`src/rtl/spi_master_param.sv`:
```
// Parametrised full-duplex SPI master: configurable word width, chip-select count and SCLK
// divider, all four CPOL/CPHA modes, start/busy/done handshake. All outputs are registered.
module spi_master_param #(
  parameter int unsigned DATA_W  = 16,
  parameter int unsigned N_CS    = 2,
  parameter int unsigned CLK_DIV = 4,
  localparam int unsigned SEL_W  = (N_CS > 1) ? $clog2(N_CS) : 1
) (
  input  logic              clk,
  input  logic              reset,
  input  logic              start,
  input  logic [SEL_W-1:0]  cs_sel,
  input  logic              cpol,
  input  logic              cpha,
  input  logic [DATA_W-1:0] tx_data,
  input  logic              miso,
  output logic              sclk,
  output logic              mosi,
  output logic [N_CS-1:0]   cs_n,
  output logic              busy,
  output logic              done,
  output logic [DATA_W-1:0] rx_data
);

  localparam int unsigned DivW  = (CLK_DIV > 1) ? $clog2(CLK_DIV) : 1;
  localparam int unsigned EdgeW = $clog2(2 * DATA_W);
  localparam logic [DivW-1:0]  DivLast  = DivW'(CLK_DIV - 1);
  localparam logic [EdgeW-1:0] EdgeLast = EdgeW'(2 * DATA_W - 1);
  localparam logic [SEL_W:0]   NcsLim   = (SEL_W + 1)'(N_CS);

  typedef enum logic [1:0] {StIdle, StSetup, StXfer, StHold} state_e;

  state_e              state_q, state_d;
  logic [DivW-1:0]     div_q, div_d;
  logic [EdgeW-1:0]    edge_q, edge_d;
  logic                cpol_q, cpol_d, cpha_q, cpha_d;
  logic [DATA_W-1:0]   tx_q, tx_d, rx_q, rx_d, rx_data_q, rx_data_d;
  logic                sclk_q, sclk_d, mosi_q, mosi_d, busy_q, busy_d, done_q, done_d;
  logic [N_CS-1:0]     cs_n_q, cs_n_d;
  logic                div_end, lead, sel_ok;

  always_comb begin
    state_d   = state_q;
    div_d     = div_end ? '0 : div_q + 1'b1;
    edge_d    = edge_q;
    cpol_d    = cpol_q;
    cpha_d    = cpha_q;
    tx_d      = tx_q;
    rx_d      = rx_q;
    rx_data_d = rx_data_q;
    sclk_d    = sclk_q;
    mosi_d    = mosi_q;
    cs_n_d    = cs_n_q;
    busy_d    = busy_q;
    done_d    = 1'b0;
    div_end   = (div_q == DivLast);
    // Even edge index is the leading edge (away from CPOL), odd is trailing.
    lead      = ~edge_q[0];
    sel_ok    = ({1'b0, cs_sel} < NcsLim);

    unique case (state_q)
      StIdle: begin
        div_d  = '0;
        edge_d = '0;
        cs_n_d = '1;
        sclk_d = cpol;
        busy_d = 1'b0;
        if (start && sel_ok) begin
          state_d = StSetup;
          busy_d  = 1'b1;
          cs_n_d  = ~(N_CS'(1) << cs_sel);
          cpol_d  = cpol;
          cpha_d  = cpha;
          rx_d    = '0;
          if (!cpha) begin
            mosi_d = tx_data[DATA_W-1];
            tx_d   = tx_data << 1;
          end else begin
            tx_d   = tx_data;
          end
        end
      end
      StSetup: begin
        if (div_end) state_d = StXfer;
      end
      StXfer: begin
        if (div_end) begin
          sclk_d = ~sclk_q;
          edge_d = edge_q + 1'b1;
          if (lead != cpha_q) rx_d = {rx_q[DATA_W-2:0], miso};
          if (cpha_q ? lead : (!lead && edge_q != EdgeLast)) begin
            mosi_d = tx_q[DATA_W-1];
            tx_d   = tx_q << 1;
          end
          if (edge_q == EdgeLast) begin
            edge_d  = '0;
            state_d = StHold;
          end
        end
      end
      StHold: begin
        if (div_end) begin
          state_d   = StIdle;
          cs_n_d    = '1;
          rx_data_d = rx_q;
          done_d    = 1'b1;
          busy_d    = 1'b0;
        end
      end
      default: state_d = StIdle;
    endcase
  end

  always_ff @(posedge clk) begin
    if (reset) begin
      state_q   <= StIdle;
      div_q     <= '0;
      edge_q    <= '0;
      cpol_q    <= 1'b0;
      cpha_q    <= 1'b0;
      tx_q      <= '0;
      rx_q      <= '0;
      rx_data_q <= '0;
      sclk_q    <= 1'b0;
      mosi_q    <= 1'b0;
      cs_n_q    <= '1;
      busy_q    <= 1'b0;
      done_q    <= 1'b0;
    end else begin
      state_q   <= state_d;
      div_q     <= div_d;
      edge_q    <= edge_d;
      cpol_q    <= cpol_d;
      cpha_q    <= cpha_d;
      tx_q      <= tx_d;
      rx_q      <= rx_d;
      rx_data_q <= rx_data_d;
      sclk_q    <= sclk_d;
      mosi_q    <= mosi_d;
      cs_n_q    <= cs_n_d;
      busy_q    <= busy_d;
      done_q    <= done_d;
    end
  end

  assign sclk    = sclk_q;
  assign mosi    = mosi_q;
  assign cs_n    = cs_n_q;
  assign busy    = busy_q;
  assign done    = done_q;
  assign rx_data = rx_data_q;

endmodule

```
`config.mk`:
```
export PLATFORM = sky130hd
export DESIGN_NAME = spi_master_param
export DESIGN_NICKNAME = d
export VERILOG_FILES = /design/src/rtl/spi_master_param.sv
export SDC_FILE = /design/constraint.sdc
export NUM_CORES = 1
export LEC_CHECK = 0
export CAP_MARGIN = 20
export CELL_PAD_IN_SITES_DETAIL_PLACEMENT = 2
export CELL_PAD_IN_SITES_GLOBAL_PLACEMENT = 2
export CORE_ASPECT_RATIO = 1.25
export CORE_MARGIN = 1
export CORE_UTILIZATION = 32
export DETAILED_ROUTE_END_ITERATION = 8
export PLACE_DENSITY_LB_ADDON = 0.1
export REMOVE_ABC_BUFFERS = 1
export SLEW_MARGIN = 10
export SYNTH_ARGS = -nofsm -noshare
export SYNTH_HDL_FRONTEND = slang
export SYNTH_SLANG_ARGS = --single-unit
```
`constraint.sdc`:
```
create_clock -name clk -period 2.7 [get_ports clk]
set_input_delay 0.27 -clock clk [delete_from_list [all_inputs] [get_ports clk]]
set_output_delay 0.27 -clock clk [all_outputs]
set_load 0.01 [all_outputs]
```
==> out/metrics.csv <==
stage;metric;value;unit
run_status;status;finished, violations left;
run_status;violations;DRC;
synthesis;ys_ff_latch;64;
synthesis;ys_async_sr_fraction;0;
timing;fin_ws;0.307;ns
setup_path;end_kind;flip-flop;
die;num_rows;37;
placed_design;dp_hpwl;4.88;mm
detailed_routing;drt-vias-per-instance;5.35;
cells_and_area;syn2layout_area_growth;27.7;%
detailed_routing;drc_errors;2;
setup_path;arrival;2.63;ns
cells_and_area;diodes;0;
setup_path;path_class;reg -> reg;
die;start_util;0.331;
die;core_area;8290;um^2
synthesis;synthesis.area;2740;um^2
timing;drv_slew;0;
pwr;power_leakage;1.32;nW
pwr;peakVddDrop;0.399;mV
clock_tree;clock_sinks;64;
clock_tree;hold_buffers;0;
clock_tree;post_cts_buffers;0;
timing;finalHoldViolCount;0;
synthesis;synth_edf_count;0;
clock_tree;cts-root-buf;clkbuf_8;
synthesis;yosysTopAreaCell;dfxtp_1;
clock_tree;cts_resized;0;
timing;rsz0062_at_grt;no;
job;max-cap-violations;0;
setup_path;r2r-end;mosi;
detailed_routing;ant_nets;0;
grt;grt_max_degree;34;
setup_path;path_max_fanout;8;
placed_design;io_buffers;44;
setup_path;r2r_start;edge_q[0];
synthesis;synthTopCellsByArea;dfxtp_1 47%, nand2_1 7.7%, a21oi_1 6.8%;
setup_path;critPathSlowestCell;or3b_4;
clock_tree;numCtsBuffers;9;
synthesis;avgSynthCellArea;9.05;um^2
clock_tree;cts.clk_slew.worst_paths;0.07;ns
timing;worst_pin_slew;0.650;ns
cells_and_area;layout-drive-gt1-share;0.0904;
cells_and_area;n_fill_cell;930;
detailed_routing;drt_iter0_drc;56;
die;dieHeight;105;um
min_path;min_to;div_q[0];
cells_and_area;register_area;1280;um^2
timing;layout_min_cycle_time;2.39;ns
setup_path;cp_common_cell;ha_1;
setup_path;cp.required;2.94;ns
grt;antenna_found_initial;0;
timing;setup_violations;0;
grt;grt_overflow;0;
setup_path;cpPeakStageDelay;0.41;ns
timing;setup-tns-final;0;ns
timing;fmax;418;MHz
grt;grt_pass1_vias;2532;
clock_tree;cts_buffer_depth;2;
synthesis;seq_area_frac_synth;0.467;
setup_path;rrSetupSlack;0.31;ns
die;dieArea;8940;um^2
placed_design;post-place-ws;0.306;ns
detailed_routing;routed_wl;6.92;mm
timing;max_slew_margin;0.567;
die;num_io_pins;45;
synthesis;synth_cell_type_count;41;
cells_and_area;nNetsFinal;380;
synthesis;synth_cells;303;
cells_and_area;final_common_cell;dfxtp_1;
min_path;min_path_type;reg -> reg;
detailed_routing;wl_per_cell;15.3;um
clock_tree;cts_tree;built;
grt;grtUsageTotal;0.167;
setup_path;r2r_cells;8;
cells_and_area;layout_common_cells;64 x dfxtp_1, 56 x nand2_1, 44 x clkdlybuf4s50_1;
setup_path;startpoint_type;flip-flop;
min_path;min_from;div_q[0];
synthesis;yosys_warnings;0;
grt;grt_pass1_wl;11.9;mm
setup_path;path_cells;ha_1 > and3_1 > ha_1 > or3b_4 > a311oi_4 > buf_4 > a21oi_1 > a311oi_1;
detailed_routing;firstDrtPassIters;8;
timing;skew;0.0112;ns
die;dieWidth;84.8;um
timing;period_share;0.886;
placed_design;gp_congestion;0.749;
synthesis;synth_top_area_frac;0.467;
clock_tree;clock_latency;0.33;ns
cells_and_area;multi_input_area;1340;um^2
pwr;power_density;970;nW/um^2
synthesis;synthFlopType;dfxtp_1;
clock_tree;htreeDepth;3;
detailed_routing;vias;2412;
min_path;hold_depth;1;
-- synth_stat cells (all sizes together), types with 2 or more instances --
cell and instances:
a21oi 37, a22o 16, a311oi 2, a32oi 2, buf 7, clkbuf 14, dfxtp 64, ha 8
inv 6, mux2i 18, nand2 56, nand2b 2, nand3 19, nor2 9, o211ai 16, o21ai 3
o31ai 2, or3 2, xor2 2
-- stage by stage --
| step | total power, mW | utilization | hold WS, ns | cell area (um^2) | instances |
|---|---|---|---|---|---|
| 2_1_floorplan | 2.06 | - | 0.339 | 2650 | 282 |
| 3_3_place_gp | 2.55 | 0.398 | 0.416 | 3300 | 435 |
| 3_5_place_dp | 2.60 | 0.398 | 0.436 | 3300 | 435 |
| 4_1_cts | 3.46 | 0.423 | 0.447 | 3500 | 451 |
| 5_1_grt | 3.64 | 0.423 | 0.458 | 3500 | 451 |
| 6_report | 3.40 | 0.423 | 0.437 | 3500 | 451 |
-- critical path, delay by kind of cell, from the launching register on --
kind,cells,cell delay [ns]
flip-flops,1,0.38
AND/OR/NAND/NOR,2,0.60
adder cells (fa/ha/maj),2,0.46
AO/OA/AOI/OAI,3,0.65
buffers and inverters,1,0.21
-- logic make-up after synthesis --
group           share of synthesized area
simple gates                        0.157
compound gates                      0.219
flops                               0.467
buf+inv                            0.0438
mux                                0.0671
fa+ha+maj                          0.0365
xor+xnor                          0.00959
-- sequential cells by signal, summed over array words and instances, names as in the netlist --
signal / count
sclk: 1
edge_q: 5
state_q: 2
rx_q: 16
div_q: 2
mosi: 1
tx_q: 16
rx_data: 16
done: 1
cpha_q: 1
busy: 1
cs_n: 2
-- where the power goes --
part | switching, mW | internal [mW]
sequential | 0.116 | 1.12
combinational | 0.792 | 0.521
clock | 0.412 | 0.434
total | 1.32 | 2.07
-- worst max-delay path by stage --
stage	depth (start not counted)	to	startpoint
after CTS	7	tx_q[14]	edge_q[0]
after detailed placement	7	tx_q[13]	edge_q[0]
after global routing	7	tx_q[8]	edge_q[0]
after floorplan	6	state_q[1]	state_q[0]
final	8	mosi	edge_q[0]
after global placement	7	tx_q[7]	edge_q[0]
-- cell type report --
type / instances / area share
multi-input cells: 211 / 0.383
flip-flops and latches: 64 / 0.366
repair buffers: 56 / 0.151
clock buffers: 9 / 0.0354
well taps: 97 / 0.0347
clock inverters: 7 / 0.0225
inverters: 7 / 0.00750
-- metal layers --
layer	GRT usage	vias up	part of all wire
li1	-	1175	-
met1	0.199	1190	0.45
met2	0.297	43	0.51
met3	0.0345	4	0.030
met4	0.0545	0	0.0075
met5	0	-	0
(Power assumes the default switching activity.)
